### config.mk
export PLATFORM = sky130hd
export DESIGN_NAME = map_sequencer
export DESIGN_NICKNAME = d
export VERILOG_FILES = /design/src/rtl/map_sequencer.sv
export SDC_FILE = /design/constraint.sdc
export NUM_CORES = 1
export LEC_CHECK = 0
export BUFFER_PORTS_ARGS = -buffer_cell sky130_fd_sc_hd__buf_2
export CORE_ASPECT_RATIO = 1.75
export CORE_MARGIN = 2
export CORE_UTILIZATION = 55
export CTS_CLUSTER_DIAMETER = 200
export CTS_CLUSTER_SIZE = 30
export DETAILED_ROUTE_END_ITERATION = 10
export GPL_TIMING_DRIVEN = 1
export MAX_ROUTING_LAYER = met4
export PLACE_DENSITY = 0.85
export SYNTH_ARGS = -nofsm -noshare
export SYNTH_HDL_FRONTEND = slang
export SYNTH_SLANG_ARGS = --single-unit
### constraint.sdc
create_clock -name clk -period 5.33 [get_ports clk]
set_input_delay 0.533 -clock clk [delete_from_list [all_inputs] [get_ports clk]]
set_output_delay 0.533 -clock clk [all_outputs]
set_load 0.01 [all_outputs]
### src/rtl/map_sequencer.sv
// ---------------------------------------------------------------------------
// map_sequencer
//
// Walks the 64 IFFT bins of one OFDM symbol and tells the constellation
// mapper what goes into each bin: a null subcarrier, a pilot, or the next
// data bit group taken from upstream.
//
// Bin plan (k = IFFT bin):
//   null  : k = 0 and k = 27..37   (12 bins, map_data = 0, is_zero = 1)
//   pilot : k = 7, 21, 43, 57      (4 bins, map_data = 0, is_pilot = 1)
//   data  : the remaining 48 bins  (map_data = in_data)
//
// Ports:
//   clk             clock
//   rst             synchronous active-high reset
//   start           one-cycle pulse, begin one symbol (IDLE only)
//   bpsc_in [2:0]   bits per subcarrier, legal values 1,2,4,6
//   in_valid        upstream bit group valid
//   in_data [5:0]   upstream bit group, LSB aligned
//   in_ready        combinational: a data bin is waiting for in_data
//   map_en          registered: a bin is presented this cycle
//   map_data [5:0]  registered bit group for the mapper
//   map_bpsc [2:0]  bpsc latched at the accepted start
//   is_zero         registered: null bin
//   is_pilot        registered: pilot bin
//   pilot_indicator registered: 1 = +2048, 0 = -2048 (pilot bins only)
//   sc_idx [5:0]    registered IFFT bin of the presented output
//   sym_last        registered: high together with bin 63
//   busy            registered: symbol in progress
//   bpsc_err        registered one-cycle pulse: start rejected (bad bpsc)
//
// Configuration macro: MAPSEQ_PILOT_POLARITY_EN
//   defined   : pilot polarity follows the x^7+x^4+1 scrambler sequence,
//               seeded 7'h7F and stepped once per completed symbol.
//   undefined : no polarity register; polarity is always positive.
// ---------------------------------------------------------------------------
module map_sequencer (
  input  logic       clk,
  input  logic       rst,
  input  logic       start,
  input  logic [2:0] bpsc_in,
  input  logic       in_valid,
  input  logic [5:0] in_data,
  output logic       in_ready,
  output logic       map_en,
  output logic [5:0] map_data,
  output logic [2:0] map_bpsc,
  output logic       is_zero,
  output logic       is_pilot,
  output logic       pilot_indicator,
  output logic [5:0] sc_idx,
  output logic       sym_last,
  output logic       busy,
  output logic       bpsc_err
);

  typedef enum logic [0:0] {
    IDLE = 1'b0,
    RUN  = 1'b1
  } state_t;

  state_t     state_r;
  logic [5:0] k_r;

  logic null_s;
  logic pilot_s;
  logic data_s;
  logic live_s;
  logic advance_s;
  logic pn_s;
  logic ind_s;

  // ---- bin classification helpers ----
  function automatic logic bin_is_null(input logic [5:0] k);
    return (k == 6'd0) || ((k >= 6'd27) && (k <= 6'd37));
  endfunction

  function automatic logic bin_is_pilot(input logic [5:0] k);
    return (k == 6'd7) || (k == 6'd21) || (k == 6'd43) || (k == 6'd57);
  endfunction

  // Nominal pilot sign before polarity: bin 21 is the only negative pilot.
  function automatic logic pilot_base(input logic [5:0] k);
    return (k != 6'd21);
  endfunction

  function automatic logic bpsc_legal(input logic [2:0] b);
    logic ok;
    case (b)
      3'd1, 3'd2, 3'd4, 3'd6: ok = 1'b1;
      default:                ok = 1'b0;
    endcase
    return ok;
  endfunction

`ifdef MAPSEQ_PILOT_POLARITY_EN
  logic [6:0] lfsr_r;
  logic       pol_s;

  // Polarity bit of the current symbol is the scrambler feedback value.
  assign pol_s = lfsr_r[6] ^ lfsr_r[3];

  // Polarity scrambler: steps once, in the cycle that closes a symbol.
  always_ff @(posedge clk) begin
    if (rst) begin
      lfsr_r <= 7'h7F;
    end else if ((state_r == RUN) && sym_last) begin
      lfsr_r <= {lfsr_r[5:0], pol_s};
    end else begin
      lfsr_r <= lfsr_r;
    end
  end
`else
  logic pol_s;

  assign pol_s = 1'b0;
`endif

  // Bin classification, handshake and pilot sign for the current bin.
  always_comb begin
    null_s  = bin_is_null(k_r);
    pilot_s = bin_is_pilot(k_r);
    data_s  = !null_s && !pilot_s;
    // The sym_last cycle is the closing cycle of RUN: nothing more is taken.
    live_s  = (state_r == RUN) && !sym_last;
    in_ready = live_s && data_s;
    if (live_s) begin
      advance_s = data_s ? in_valid : 1'b1;
    end else begin
      advance_s = 1'b0;
    end
    pn_s  = ~pol_s;
    ind_s = pilot_base(k_r) ~^ pn_s;
  end

  // Sequencer FSM with all mapper-facing outputs registered.
  always_ff @(posedge clk) begin
    if (rst) begin
      state_r         <= IDLE;
      k_r             <= 6'd0;
      map_en          <= 1'b0;
      map_data        <= 6'd0;
      map_bpsc        <= 3'd0;
      is_zero         <= 1'b0;
      is_pilot        <= 1'b0;
      pilot_indicator <= 1'b0;
      sc_idx          <= 6'd0;
      sym_last        <= 1'b0;
      busy            <= 1'b0;
      bpsc_err        <= 1'b0;
    end else begin
      // Strobes are low unless a bin is emitted below.
      map_en          <= 1'b0;
      is_zero         <= 1'b0;
      is_pilot        <= 1'b0;
      pilot_indicator <= 1'b0;
      sym_last        <= 1'b0;
      bpsc_err        <= 1'b0;
      case (state_r)
        IDLE: begin
          if (start) begin
            if (bpsc_legal(bpsc_in)) begin
              state_r  <= RUN;
              map_bpsc <= bpsc_in;
              k_r      <= 6'd0;
              busy     <= 1'b1;
            end else begin
              bpsc_err <= 1'b1;
            end
          end
        end
        RUN: begin
          if (sym_last) begin
            // Bin 63 is on the outputs now; close the symbol.
            state_r <= IDLE;
            busy    <= 1'b0;
            k_r     <= 6'd0;
          end else if (advance_s) begin
            map_en          <= 1'b1;
            sc_idx          <= k_r;
            is_zero         <= null_s;
            is_pilot        <= pilot_s;
            map_data        <= data_s ? in_data : 6'd0;
            pilot_indicator <= pilot_s & ind_s;
            sym_last        <= (k_r == 6'd63);
            // k parks on 63 until the closing cycle clears it.
            if (k_r != 6'd63) begin
              k_r <= k_r + 6'd1;
            end
          end
        end
        default: begin
          state_r <= IDLE;
          busy    <= 1'b0;
          k_r     <= 6'd0;
        end
      endcase
    end
  end

endmodule

### Yosys cells after proc, flatten, opt, wreduce, memory -nomap -nowiden

Index checks and enable logic that the tools add are counted.

* register bits after elaboration: 29
* output and inout bits: 23
* word-level logic and storage cells: 79
* memories: 0
* latch bits: 0
* bits in read-only memories: 0
* RAM bits: 0
* input port bits: 13

* muxes and demuxes: 23
* shift operators: 0
* reduce and logical (&&, ||, !) cells: 20
* magnitude comparators: 2
* bitwise operators: 5
* equal/unequal tests: 16
* add/sub/neg operators: 1
* divide/modulo/power cells: 0
* multiply operators: 0

Operator list (count)
* 6-bit two-way mux: 6
* 6-bit == test (second input constant): 3
* 1-bit two-way mux: 14
* 6-bit case mux with 2 select lines: 1
* 3-bit AND reduction: 3
* 4-bit OR reduction: 2
* 6-bit by 1-bit adder with 6-bit output (second input constant): 1
* 3-bit == test (second input constant): 2
* 6-bit by 3-bit == test with 1-bit output (second input constant): 1
* 6-bit by 5-bit == test with 1-bit output (second input constant): 1
* 6-bit by 5-bit >= comparator with 1-bit output (second input constant): 1
* 6-bit <= comparator (second input constant): 1
* 6-bit logical NOT: 1
* 2-bit != test (second input constant): 3
* 3-bit by 2-bit != test with 1-bit output (second input constant): 2
* 6-bit by 5-bit != test with 1-bit output (second input constant): 1
* 6-bit != test (second input constant): 1
* 3-bit OR reduction: 2
* 1-bit logical AND: 4
* 1-bit logical OR: 4
* 1-bit NOT: 4
* 1-bit case mux with 2 select lines: 2
* 4-bit AND reduction: 1
* 3-bit by 1-bit == test with 1-bit output (second input constant): 1
* 3 further kinds: 5

### Longest topological paths before layout

* depth after elaboration: 11
* depth in mapped cells: 8
* gate-level depth less buffers: 7

### Worst setup path before layout

OpenSTA, ideal clock, no wires.

* path type: flip-flop to flip-flop
* from: register k_r[1]
* to: register map_data[0]
* period minus slack after synthesis: 2.258 ns
* required time: 5.273 ns
* setup time: 0.057 ns
* data arrival time: 2.200 ns
* stages on the path, launching flop included: 8
* path buffers: 0
* setup slack: 3.072 ns
* cells stage by stage: dfxtp_1 > inv_1 > ha_1 > or3b_1 > a31o_2 > o41ai_4 > and2b_4 > a22o_2

* word-level cells in the longest chain between the ends: 9
* elaborated cells on any way between the ends: 19
* classes of those cells: 2 x order compare; 4 x eq/ne; 3 x mux; 10 x reduce/logical

RTL lines
* from (decl): RTL line 63 `logic [5:0] k_r;`
* from (signal assigned): RTL line 188 `k_r <= k_r + 6'd1;`
* branches (longest 5 deep; another with 6-bit by 5-bit >= comparator with 1-bit output)
* 1-bit logical AND *: RTL line 123 `data_s = !null_s && !pilot_s;`
* 1-bit two-way mux: RTL line 128 `advance_s = data_s ? in_valid : 1'b1;`
* 1-bit two-way mux: RTL line 127 `if (live_s) begin`
* 3-bit AND reduction (no line)
* to (signal assigned): RTL line 183 `map_data <= data_s ? in_data : 6'd0;`
* to (decl): RTL line 46 `output logic [5:0] map_data,`

Mark *: on every way between the ends.
A chain may end at the register's enable or synchronous reset.

### Worst setup path in the final report

* from: register k_r[0]
* to: output port in_ready

* word-level cells in the longest chain between the ends: 7
* elaborated cells on any way between the ends: 16
* classes of those cells: 2 x order compare; 4 x eq/ne; 10 x reduce/logical

RTL lines
* branches (longest 5 deep; another with 6-bit by 5-bit >= comparator with 1-bit output)
* 1-bit logical AND *: RTL line 123
* 1-bit logical AND *: RTL line 126 `in_ready = live_s && data_s;`
* to (decl): RTL line 44 `output logic in_ready,`

Marked as above.

==> results.tsv <==
stage	metric	value	unit
outcome	outcome	completed	
placement	hpwl	2400	microns
power_and_ir_drop	ir_worst_vdd	304	uV
yosys	postSynthAreaPerCell	9.81	sq um
sta	tightest_slew	0.753	ns
critical_path	crit_buf_inv	1	
grt	grt_max_degree	25	
sta	finalHoldViolCount	0	
floorplanning	die_area	2950	sq um
sta	fin_setup_tns	0	ns
clock_network	cts-root-buf	clkbuf_8	
clock_network	htreeDepth	2	
clock_network	cts.sinks	29	
yosys	yosys.area.top_type	dfxtp_1	
grt	grt_pass1_wl	5330	microns
critical_path	crit_path_top_delay_cell	or4bb_1	
yosys	ys.warnings.count	0	
grt	overflow	0	
yosys	synth-seq-cells	29	
power_and_ir_drop	p_leak	0.778	nW
sta	relSlewSlack	0.497	
yosys	ys.flop_type	dfxtp_1	
critical_path	cp-end-kind	output pin	
critical_path	crit_chain	ha_1, or4bb_1, a21oi_2, nor2_1, and3_1, buf_2	
clock_network	tritoncts	done	
clock_network	clock_latency	0.28	ns
finish	drive_gt1_frac	0.328	
floorplanning	initial_core_util	0.568	
route	final_antenna_net_count	0	
route	first_pass_iters	4	
floorplanning	die_height	70.3	microns
floorplanning	num_rows	24	
critical_path	arrival	2.17	ns
finish	utilization	0.680	
critical_path	cp-start-kind	register	
critical_path	required	4.80	ns
route	num_vias	1215	
finish	nets	193	
yosys	synth_edf_count	0	
floorplanning	core	2430	sq um
yosys	synth_top_cell_area_share	0.420	
clock_network	path_clk_slew	0.06	ns
route	drt_iter0_drc	22	
clock_network	clk_path_buf_depth	2	
critical_path	crit_type	reg -> out	
finish	fillCellCount	207	
power_and_ir_drop	p_per_area	305	nW/um^2
placement	gp_congestion	0.803	
finish	finalInstanceArea	1650	sq um
route	wirelength	3200	microns
sta	min_period	2.70	ns
clock_network	postCtsSetupBuffers	0	
finish	multi_input_area	741	sq um
sta	period_share	0.507	
critical_path	crit_path_max_incr_delay	0.50	ns
yosys	yosysSeqAreaShare	0.420	
clock_network	cts_resized	0	
yosys	ys_async_sr_fraction	0	
route	vias_per_cell	5.99	
sta	fmax	370	MHz
worst_hold_path	hp-class	in -> reg	
run	maxCapViolations	0	
yosys	synth.most_common_cell	dfxtp_1	
power_and_ir_drop	design_power_total	0.000504	W
grt	antenna_found_initial	0	
sta	maxSlewViolCount	0	
yosys	yosys-top-cells-count	29 x dfxtp_1, 16 x nor2_1, 9 x nand2_1, 8 x mux2i_1	
critical_path	cp_top_family	simple AND/OR/NAND/NOR gates	
placement	postPlaceCellArea	1540	sq um
floorplanning	fp.dieW	41.9	microns
placement	portBuffers	35	
grt	grt_pass1_vias	1200	
finish	area_growth	19.5	%
sta	skew	0.00446	ns
sta	setup_viol	0	
yosys	synthCells	141	
grt	grt_usage	0.250	
yosys	synthDistinctLibCells	43	
clock_network	cts_buffers	5	
clock_network	hold_buffers	0	
floorplanning	io-pin-count	36	
route	drc	0	
sta	rsz0062_at_grt	no	
yosys	synth_area_leaders	dfxtp_1 42%, mux2i_1 5.8%, a22o_2 4.3%	
critical_path	worst-path-max-fanout	7	
yosys	syn-num-nets	158	
finish	antennaDiodeCount	0	
finish	ff_latch_area	581	sq um
route	drt-wirelength-per-cell	15.8	microns
yosys	netlist_area	1380	sq um
## flip-flops by register name, summed over array words and instances, names as in the netlist
| register | count |
|---|---|
| sym_last | 1 |
| map_bpsc | 3 |
| k_r | 6 |
| map_en | 1 |
| is_zero | 1 |
| bpsc_err | 1 |
| busy | 1 |
| state_r | 1 |
| map_data | 6 |
| sc_idx | 6 |
| pilot_indicator | 1 |
| is_pilot | 1 |
## worst register-to-register path, cell delays in order (launching register included)
cell and delay [ns]:
dfxtp_1 0.39, inv_1 0.10, ha_1 0.23, or3b_1 0.40, a31o_2 0.28, nor4_2 0.55
o21ai_0 0.24, o32ai_1 0.28
## power by group
group / total, W / switching (W) / internal, W
logic: 0.0000469 / 0.0000279 / 0.0000190
registers: 0.000226 / 0.00000373 / 0.000222
clock network: 0.000232 / 0.0000795 / 0.000152
## final cells by class
class                           count  area share
Inverter                            2     0.00454
Tap cell                           26      0.0197
Sequential cell                    29       0.351
Clock inverter                      1      0.0182
Clock buffer                        7      0.0522
Multi-Input combinational cell    103       0.448
Timing Repair Buffer               35       0.106
## layer usage
layer / vias to the layer above / track usage / wire length, microns
met3: 16 / 0.0775 / 208
li1: 591 / - / -
met5: - / - / 0
met4: 0 / 0.186 / 165
met1: 558 / 0.206 / 1090
met2: 50 / 0.443 / 1740
## layout by cell type (no fill, tap or decap), drive strengths merged, types with 2 or more instances in the layout
| cell | Yosys | routed |
|---|---|---|
| buf | 1 | 35 |
| dfxtp | 29 | 29 |
| nor2 | 16 | 16 |
| nand2 | 9 | 9 |
| mux2i | 8 | 8 |
| clkbuf | 6 | 7 |
| o21ai | 6 | 6 |
| a22o | 6 | 6 |
| a21oi | 6 | 6 |
| nand3 | 4 | 4 |
| nand2b | 4 | 4 |
| ha | 4 | 4 |
| nor3 | 3 | 3 |
| or4 | 3 | 3 |
| and3 | 3 | 3 |
| inv | 2 | 2 |
| nor2b | 2 | 2 |
| o211ai | 2 | 2 |
| a31o | 2 | 2 |
| or3 | 2 | 2 |
| o32ai | 2 | 2 |
| nand3b | 2 | 2 |
| a311oi | 2 | 2 |
## through the flow
step	setup slack (ns)	hold WS [ns]	cells
2_1_floorplan	3.07	0.481	141
5_1_grt	2.51	0.463	203
6_report	2.63	0.464	203
4_1_cts	2.65	0.458	203
3_5_place_dp	2.81	0.467	195
3_3_place_gp	2.89	0.448	195
## path summary, 6_finish.rpt
path	startpoint	slack, ns	cells after the start	to
hold reg to reg	busy$_SDFFE_PP0P_	0.48	2	busy$_SDFFE_PP0P_
setup reg to reg	k_r[1]$_SDFFE_PP0P_	2.76	7	k_r[0]$_SDFFE_PP0P_
hold / removal	in_data[4]	0.46	2	map_data[4]$_SDFFE_PP0P_
setup / recovery	k_r[0]$_SDFFE_PP0P_	2.63	6	in_ready
## kinds of logic (layout without fill, tap and decap cells)
| family | after synthesis | count (layout) | synth area share |
|---|---|---|---|
| simple gates | 57 | 57 | 0.234 |
| mux | 8 | 8 | 0.0579 |
| buf+inv | 9 | 45 | 0.0443 |
| flops | 29 | 29 | 0.420 |
| compound gates | 34 | 34 | 0.207 |
| fa+ha+maj | 4 | 4 | 0.0362 |
Note: power is estimated with default switching activity, not from simulation.
